**config.mk**
```make
export PLATFORM = sky130hd
export DESIGN_NAME = lgn_frame_ctrl
export DESIGN_NICKNAME = d
export VERILOG_FILES = /design/src/rtl/lgn_frame_ctrl.sv
export SDC_FILE = /design/constraint.sdc
export NUM_CORES = 1
export LEC_CHECK = 0
export CAP_MARGIN = 20
export CORE_MARGIN = 3
export CORE_UTILIZATION = 50
export CTS_BUF_LIST = sky130_fd_sc_hd__clkbuf_4
export DETAILED_ROUTE_END_ITERATION = 6
export MAX_ROUTING_LAYER = met4
export PLACE_DENSITY_LB_ADDON = 0.1
export SYNTH_ARGS = -nofsm -noshare
export SYNTH_HDL_FRONTEND = slang
export SYNTH_SLANG_ARGS = --single-unit
```
**constraint.sdc**
```tcl
create_clock -name clk -period 2.8 [get_ports clk]
set_input_delay 0.56 -clock clk [delete_from_list [all_inputs] [get_ports clk]]
set_output_delay 0.56 -clock clk [all_outputs]
set_load 0.005 [all_outputs]
```
**src/rtl/lgn_frame_ctrl.sv**
```systemverilog
// Frame sequencer between the host pads and the logic-gate-network core.
// Synchronises the host byte strobe and forwards each byte to the core as a
// one-cycle write. After the last byte of a frame it waits out the core's
// fixed latency, then latches the class-score word and holds it for readout.
module lgn_frame_ctrl #(
  parameter int unsigned DATA_W    = 8,
  parameter int unsigned NUM_WORDS = 98,
  parameter int unsigned OUT_W     = 16,
  parameter int unsigned INFER_LAT = 4,
  parameter int unsigned TIMEOUT   = 1024
) (
  input  logic              clk,
  input  logic              rst_n,
  input  logic              host_strobe,
  input  logic [DATA_W-1:0] host_data,
  output logic              lgn_we,
  output logic [DATA_W-1:0] lgn_data,
  input  logic [OUT_W-1:0]  lgn_out,
  output logic [OUT_W-1:0]  res_data,
  output logic              res_valid,
  output logic              busy,
  output logic              frame_err
);

  localparam int unsigned ByteW = $clog2(NUM_WORDS + 1);
  localparam int unsigned IdleW = $clog2(TIMEOUT + 1);
  localparam int unsigned LatW  = $clog2(INFER_LAT + 1);

  localparam logic [ByteW-1:0] ByteLast = ByteW'(NUM_WORDS);
  localparam logic [IdleW-1:0] IdleMax  = IdleW'(TIMEOUT);
  localparam logic [LatW-1:0]  LatLast  = LatW'(INFER_LAT - 1);

  typedef enum logic [1:0] {StIdle, StLoad, StWait, StDone} state_e;

  state_e state_q, state_d;

  // Strobe synchroniser, edge detector and byte capture.
  logic              s1_q, s2_q, s3_q;
  logic              ev, ev_q;
  logic [DATA_W-1:0] hd_q, pend_q;

  logic [ByteW-1:0]  byte_cnt_q, byte_cnt_d, byte_inc;
  logic [IdleW-1:0]  idle_cnt_q, idle_cnt_d, idle_inc;
  logic [LatW-1:0]   lat_cnt_q, lat_cnt_d;

  logic              we_q, we_d;
  logic [DATA_W-1:0] data_q, data_d;
  logic [OUT_W-1:0]  res_data_q, res_data_d;
  logic              res_valid_q, res_valid_d;
  logic              err_q, err_d;

  // A strobe held high gives a single event: only the 0->1 transition counts.
  assign ev       = s2_q & ~s3_q;
  assign byte_inc = byte_cnt_q + ByteW'(1);
  // Idle counter saturates at TIMEOUT.
  assign idle_inc = (idle_cnt_q == IdleMax) ? idle_cnt_q : idle_cnt_q + IdleW'(1);

  // Synchronise the pad strobe and capture pad data while it is known stable.
  always_ff @(posedge clk or negedge rst_n) begin
    if (!rst_n) begin
      s1_q   <= 1'b0;
      s2_q   <= 1'b0;
      s3_q   <= 1'b0;
      ev_q   <= 1'b0;
      hd_q   <= '0;
      pend_q <= '0;
    end else begin
      s1_q <= host_strobe;
      s2_q <= s1_q;
      s3_q <= s2_q;
      ev_q <= ev;
      // hd_q was sampled one cycle after the strobe was first seen, well
      // inside the window where the host holds the data steady.
      hd_q <= host_data;
      if (ev) begin
        pend_q <= hd_q;
      end
    end
  end

  // Frame sequencing: next state, counters and registered outputs.
  always_comb begin
    state_d     = state_q;
    byte_cnt_d  = byte_cnt_q;
    idle_cnt_d  = idle_cnt_q;
    lat_cnt_d   = lat_cnt_q;
    we_d        = 1'b0;
    data_d      = data_q;
    res_data_d  = res_data_q;
    res_valid_d = res_valid_q;
    err_d       = err_q;

    unique case (state_q)
      StIdle, StDone: begin
        if (ev_q) begin
          we_d        = 1'b1;
          data_d      = pend_q;
          byte_cnt_d  = ByteW'(1);
          idle_cnt_d  = '0;
          lat_cnt_d   = '0;
          res_valid_d = 1'b0;
          err_d       = 1'b0;
          state_d     = (ByteW'(1) == ByteLast) ? StWait : StLoad;
        end
      end
      StLoad: begin
        // An event on the timeout cycle wins and restarts the idle count.
        if (ev_q) begin
          we_d       = 1'b1;
          data_d     = pend_q;
          byte_cnt_d = byte_inc;
          idle_cnt_d = '0;
          if (byte_inc == ByteLast) begin
            state_d   = StWait;
            lat_cnt_d = '0;
          end
        end else if (idle_inc == IdleMax) begin
          state_d    = StIdle;
          idle_cnt_d = '0;
          err_d      = 1'b1;
        end else begin
          idle_cnt_d = idle_inc;
        end
      end
      StWait: begin
        // Strobes arriving here are dropped silently.
        if (lat_cnt_q == LatLast) begin
          state_d     = StDone;
          res_data_d  = lgn_out;
          res_valid_d = 1'b1;
        end else begin
          lat_cnt_d = lat_cnt_q + LatW'(1);
        end
      end
      default: begin
        state_d = StIdle;
      end
    endcase
  end

  // State and output registers.
  always_ff @(posedge clk or negedge rst_n) begin
    if (!rst_n) begin
      state_q     <= StIdle;
      byte_cnt_q  <= '0;
      idle_cnt_q  <= '0;
      lat_cnt_q   <= '0;
      we_q        <= 1'b0;
      data_q      <= '0;
      res_data_q  <= '0;
      res_valid_q <= 1'b0;
      err_q       <= 1'b0;
    end else begin
      state_q     <= state_d;
      byte_cnt_q  <= byte_cnt_d;
      idle_cnt_q  <= idle_cnt_d;
      lat_cnt_q   <= lat_cnt_d;
      we_q        <= we_d;
      data_q      <= data_d;
      res_data_q  <= res_data_d;
      res_valid_q <= res_valid_d;
      err_q       <= err_d;
    end
  end

  assign lgn_we    = we_q;
  assign lgn_data  = data_q;
  assign res_data  = res_data_q;
  assign res_valid = res_valid_q;
  assign frame_err = err_q;
  assign busy      = (state_q == StLoad) || (state_q == StWait);

endmodule
```
==> After elaboration in Yosys (flattened, before gate mapping) <==
Cells that the tools add are included.
{ "op_classes": {"addsub": 3, "n_eq_ne": 16, "n_mux": 27, "n_bitwise": 2, "reduce_logical": 14} }
{ "op_table": {"columns": ["operator", "n"], "rows": [
  ["11-bit two-way mux", 4],
  ["11-bit == test (second input constant)", 2],
  ["11-bit case mux with 2 select lines", 1],
  ["7-bit two-way mux", 2],
  ["2-bit inequality test (second input constant)", 7],
  ["7-bit case mux with 2 select lines", 1],
  ["3-bit two-way mux", 4],
  ["4-bit AND reduction", 3],
  ["11-bit by 1-bit adder with 11-bit output (second input constant)", 1],
  ["2-bit two-way mux", 5],
  ["3-bit case mux with 3 select lines", 1],
  ["7-bit by 1-bit adder with 7-bit output (second input constant)", 1],
  ["7-bit == test (second input constant)", 1],
  ["1-bit two-way mux", 6],
  ["3-bit inequality test (second input constant)", 2],
  ["2-bit case mux with 3 select lines", 1],
  ["2-bit AND reduction", 3],
  ["3-bit AND reduction", 2],
  ["2-bit == test (second input constant)", 2],
  ["1-bit case mux with 2 select lines", 2],
  ["2-bit nonzero test", 2],
  ["3-bit by 1-bit adder with 3-bit output (second input constant)", 1],
  ["3-bit by 2-bit == test with 1-bit output (second input constant)", 1],
  ["3-bit OR reduction", 1],
  ["other kinds (6)", 6]
]} }
{ "totals": {"reg_bits": 70, "input_bits": 27, "output_inout_bits": 28, "wordCells": 77} }

==> Logic depth before layout (Yosys ltp) <==
{ "logic_depth": {"ltp_word": 6, "depth_mapped": 10, "depth_no_buf": 8} }

==> Worst setup path before layout <==
No wires, ideal clock.
{ "synth_path": {"path_type": "register to register", "startpoint": "register idle_cnt_q[0]", "endpoint": "register state_q[1]", "setup_ns": 0.125, "arrival_time_ns": 2.556, "t_required_ns": 2.675, "setup_slack_ns": 0.119, "stages_incl_launch_ff": 11, "path_buffers": 2, "synth_period_minus_slack_ns": 2.681, "path_cell_list": "dfrtp_1 > clkbuf_2 > inv_1 > ha_1 > or4b_1 > or4_1 > buf_2 > mux2i_4 > and4b_1 > o2111ai_2 > mux2_4"} }
{ "synth_between": {"elab_chain_len": 5, "elab_cells_between_ends": 6, "cone_classes": "add/sub (1); eq/ne (3); mux (1); reduce/logical (1)"} }
{ "synth_rtl": {"columns": ["element", "line", "rtl"], "rows": [
  ["start: declaration", "43", "logic [IdleW-1:0] idle_cnt_q, idle_cnt_d, idle_inc;"],
  ["start signal: assignment", "156", "idle_cnt_q <= idle_cnt_d;"],
  ["11-bit by 1-bit adder with 11-bit output or 11-bit == test (tied branches)", "56", "assign idle_inc = (idle_cnt_q == IdleMax) ? idle_cnt_q : idle_cnt_q + IdleW'(1);"],
  ["11-bit two-way mux (*)", "56", null],
  ["11-bit == test (*)", "117", "end else if (idle_inc == IdleMax) begin"],
  ["3-bit inequality test (no source line) (*)", null, null],
  ["4-bit AND reduction (no source line) (*)", null, null],
  ["end signal: assignment", "144", "state_q <= StIdle;"],
  ["end signal: assignment", "154", "state_q <= state_d;"],
  ["end: declaration", "35", "state_e state_q, state_d;"]
]} }
Every way passes the cells marked *; elsewhere a longest branch is shown, timed or not.
A chain may end at the register's enable or synchronous reset.

==> Worst setup path after layout <==
{ "layout_path": {"startpoint": "register state_q[0]", "endpoint": "output busy"} }
{ "layout_between": {"elab_chain_len": 2, "elab_cells_between_ends": 3, "cone_classes": "eq/ne (2); reduce/logical (1)"} }
{ "layout_rtl": {"columns": ["element", "line", "rtl"], "rows": [
  ["2-bit by 1-bit == test with 1-bit output or 2-bit == test (tied branches)", "171", "assign busy = (state_q == StLoad) || (state_q == StWait);"],
  ["1-bit logical OR (*)", "171", null],
  ["end: declaration", "21", "output logic busy,"]
]} }
Marked as above.

==> impl_summary.txt <==
----------------------------------------------------
[Placement]
  Count of buffers from port buffering ... 54
  Worst-case setup slack after placement ... 0.190 ns
  Routability congestion estimate ... around 0.9
  HPWL reported at the end of detailed placement ... 4670 um

[Floorplanning]
  Width of the chip ... 87 um
  Initial cell density of the core ... 53.5%
  Std-Cell Core Area ... between 6000 and 7000 sq um
  Die height ... 87 um
  Num ports ... between 50 and 60
  Die area ... 7570 sq um
  Placement row count ... 28

[Clock tree]
  CTS root buffer ... sky130_fd_sc_hd__clkbuf_4
  Worst skew pair latency ... 0.43 ns
  Number of buffers added to fix hold violations after cts ... 0
  Total number of H-tree levels ... 3
  Worst-case clock buffer depth ... 2
  CTS tree ... yes
  Number of clock sinks ... 70
  Clock-pin slew on the worst setup and hold paths ... ~0.14 ns
  Total clock buffers created by CTS ... 9

[Worst setup path]
  Kind of start point of the critical path ... register
  Element type at the critical path end ... output pin
  Worst Path Class, Setup ... reg2out
  Worst EP arrival ... 2.06 ns
  Critical-path maximum fanout ... 13
  Required time worst endpoint ... 2.24 ns

[Yosys]
  Cell type with the largest total area after synthesis ... sky130_fd_sc_hd__dfrtp_1
  Yosys reg bits ... 70
  Synth Area per Inst ... around 11 sq um
  Total number of yosys warnings ... 0
  Async set-or-reset flop fraction in the synthesized netlist ... 100%
  Total standard cell area after synthesis ... 3280 sq um
  Count of cell types in the netlist ... 52
  Number of enable-type register cells in the synthesized netlist ... 0
  Most common cell in the netlist ... sky130_fd_sc_hd__dfrtp_1
  Commonest cells in the netlist ... 70 x sky130_fd_sc_hd__dfrtp_1, 32 x sky130_fd_sc_hd__mux2_2, 30 x sky130_fd_sc_hd__nand2_1
  Total nets after synthesis ... 329
  Fraction of post-synthesis cell area in the top cell type by area ... between 50% and 60%
  Post-synthesis sequential area ratio ... 53.4%
  Synth Instances ... between 200 and 300
  Ranking of synthesized cells by area ... sky130_fd_sc_hd__dfrtp_1 53%, sky130_fd_sc_hd__mux2_2 11%, sky130_fd_sc_hd__ha_1 3.4%
  Primary FF master, synth ... sky130_fd_sc_hd__dfrtp_1

[Global routing]
  Number of global-route vias before repair ... 2361
  Overflow after GRT ... 0
  Maximum number of pins on one net before global-route repair ... 48
  Wire length of the first global-routing pass ... roughly 11000 um
  GRT Util Overall ... 19.8%
  Number of antenna violations at the first check in global routing ... 0

[Timing]
  Ratio of final minimum period to clock period ... roughly 94%
  Worst setup skew after layout ... 0.0195 ns
  Setup Total Neg Slack ... 0 ns
  Setup repair after global routing missed its margin ... no
  Hold slack ... 0.116 ns
  Hold violation total from the final report ... 0
  Worst slew margin relative to its limit ... around half
  Total count of max-transition violations in the final report ... 0
  Crit path setup slack, layout ... around 0.18 ns
  Achievable Freq ... 382 MHz
  Worst-margin pin slew ... 0.721 ns
  Setup violation total in the final timing report ... 0
  Final critical delay including setup and external delays ... ~2.6 ns

[Run]
  Max-Cap Viols ... 0

[Min path]
  Hold/Removal Path Class ... in2async

[Route]
  Remaining routing DRC violations ... 0
  Detailed-routing iteration count for the pre-antenna-repair pass ... 4
  Vias after detailed routing ... 2389
  Violation count after the first detailed-routing iteration ... between 100 and 150
  Detail-routed net length per standard cell ... roughly 15 um
  Remaining antenna violation count after routing ... 0
  Vias per Instance ... 5.56
  Total Routed Length ... around 6600 um

[Power]
  Worst vdd rail ir drop ... 0.567 mV
  Leakage power of the design ... about 1.7 nW
  Power after layout ... 0.00309 W
  Power density relative to cell area ... approximately 760 nW/um^2

[Layout]
  Diode count ... 0
  Share of layout cells above drive strength 1 ... 18.0%
  Fill cell count ... 481
  Area growth from synthesis to final layout ... 23.9%
  Final Net Count ... 386

[Status]
  Result of the run ... finished clean

----------------------------------------------------
logic make-up after synthesis:
family          share of synthesized area (%)
mux                                      14.3
xor+xnor                                0.801
compound gates                           10.9
simple gates                             13.2
flops                                    53.4
fa+ha+maj                                3.43
buf+inv                                  3.93
final cells by class:
type	instances	area [sq um]	area share, %
Sequential cell	70	1750	43.1
Multi-Input combinational cell	195	1400	34.5
Timing Repair Buffer	60	593	14.6
Clock inverter	7	103	2.52
Tap cell	75	93.8	2.31
Clock buffer	9	67.6	1.66
Inverter	14	52.6	1.29
flip-flops by register name, indices dropped and copies added, names as in the netlist, 2 cells and up:
name	cells
lgn_data	8
pend_q	8
res_data	16
hd_q	8
idle_cnt_q	11
byte_cnt_q	7
lat_cnt_q	3
state_q	2
critical path, cell delays in order (launching register included):
cell	delay, ns
sky130_fd_sc_hd__dfrtp_1	0.42
sky130_fd_sc_hd__inv_1	0.07
sky130_fd_sc_hd__ha_1	0.46
sky130_fd_sc_hd__inv_1	0.17
sky130_fd_sc_hd__clkdlybuf4s50_1	0.51
per-layer routing:
| layer | global-route usage, % | part of all wire (%) | vias to the layer above |
|---|---|---|---|
| met5 | - | 0 | - |
| met1 | 25.6 | 46 | 1132 |
| met4 | 9.21 | 2.0 | 0 |
| met3 | 5.96 | 7.5 | 10 |
| met2 | 28.4 | 45 | 85 |
| li1 | - | - | 1162 |
worst paths after layout:
| path | cells after the start | slack (ns) | endpoint | startpoint |
|---|---|---|---|---|
| max in group asynchronous | 2 | 2.02 | lat_cnt_q[1] | rst_n |
| max reg2reg | 8 | 0.19 | state_q[1] | idle_cnt_q[1] |
| min reg2reg | 0 | 0.38 | s2_q | s1_q |
| min | 1 | 0.12 | idle_cnt_q[9] | rst_n |
| max | 4 | 0.18 | busy | state_q[0] |
| min in group clk | 0 | 0.38 | s2_q | s1_q |
report_power, final:
group	leakage (nW)	internal (W)	total [W]	switching [W]
Sequential	0.857	0.00117	0.00132	0.000152
Combinational	0.802	0.000478	0.00100	0.000522
Clock	0.0879	0.000374	0.000770	0.000396
Total	1.75	0.00202	0.00309	0.00107
metrics by stage:
| stage | area (sq um) | cells | util [%] |
|---|---|---|---|
| 5_1_grt | 4070 | 430 | 66.3 |
| 3_3_place_gp | 3890 | 414 | 63.5 |
| 6_report | 4070 | 430 | 66.3 |
| 3_5_place_dp | 3890 | 414 | 63.5 |
| 2_1_floorplan | 3280 | 293 | - |
| 4_1_cts | 4060 | 430 | 66.2 |
placed cells by master (no fill, tap or decap), types with 4 or more instances in the layout:
master	synthesis	routed
sky130_fd_sc_hd__a31oi_1	4	4
sky130_fd_sc_hd__buf_4	1	5
sky130_fd_sc_hd__nand2b_1	4	4
sky130_fd_sc_hd__nor2_1	15	15
sky130_fd_sc_hd__o21ai_1	4	4
sky130_fd_sc_hd__o21ai_0	15	15
sky130_fd_sc_hd__clkbuf_4	0	9
sky130_fd_sc_hd__inv_6	0	4
sky130_fd_sc_hd__mux2i_1	6	6
sky130_fd_sc_hd__clkdlybuf4s50_1	0	53
sky130_fd_sc_hd__nor3_1	7	7
sky130_fd_sc_hd__inv_1	14	14
sky130_fd_sc_hd__nand3_1	7	7
sky130_fd_sc_hd__a21oi_1	13	13
sky130_fd_sc_hd__ha_1	9	9
sky130_fd_sc_hd__nand2_1	30	30
sky130_fd_sc_hd__dfrtp_1	70	70
sky130_fd_sc_hd__nand4_1	4	4
sky130_fd_sc_hd__mux2_2	32	32
repair_timing:
action / CTS / global route
resized for setup: 0 / 1
buffers inserted: 0 / 0
setup endpoints to repair: 0 / 1
Note: power is estimated with default switching activity, not from simulation.
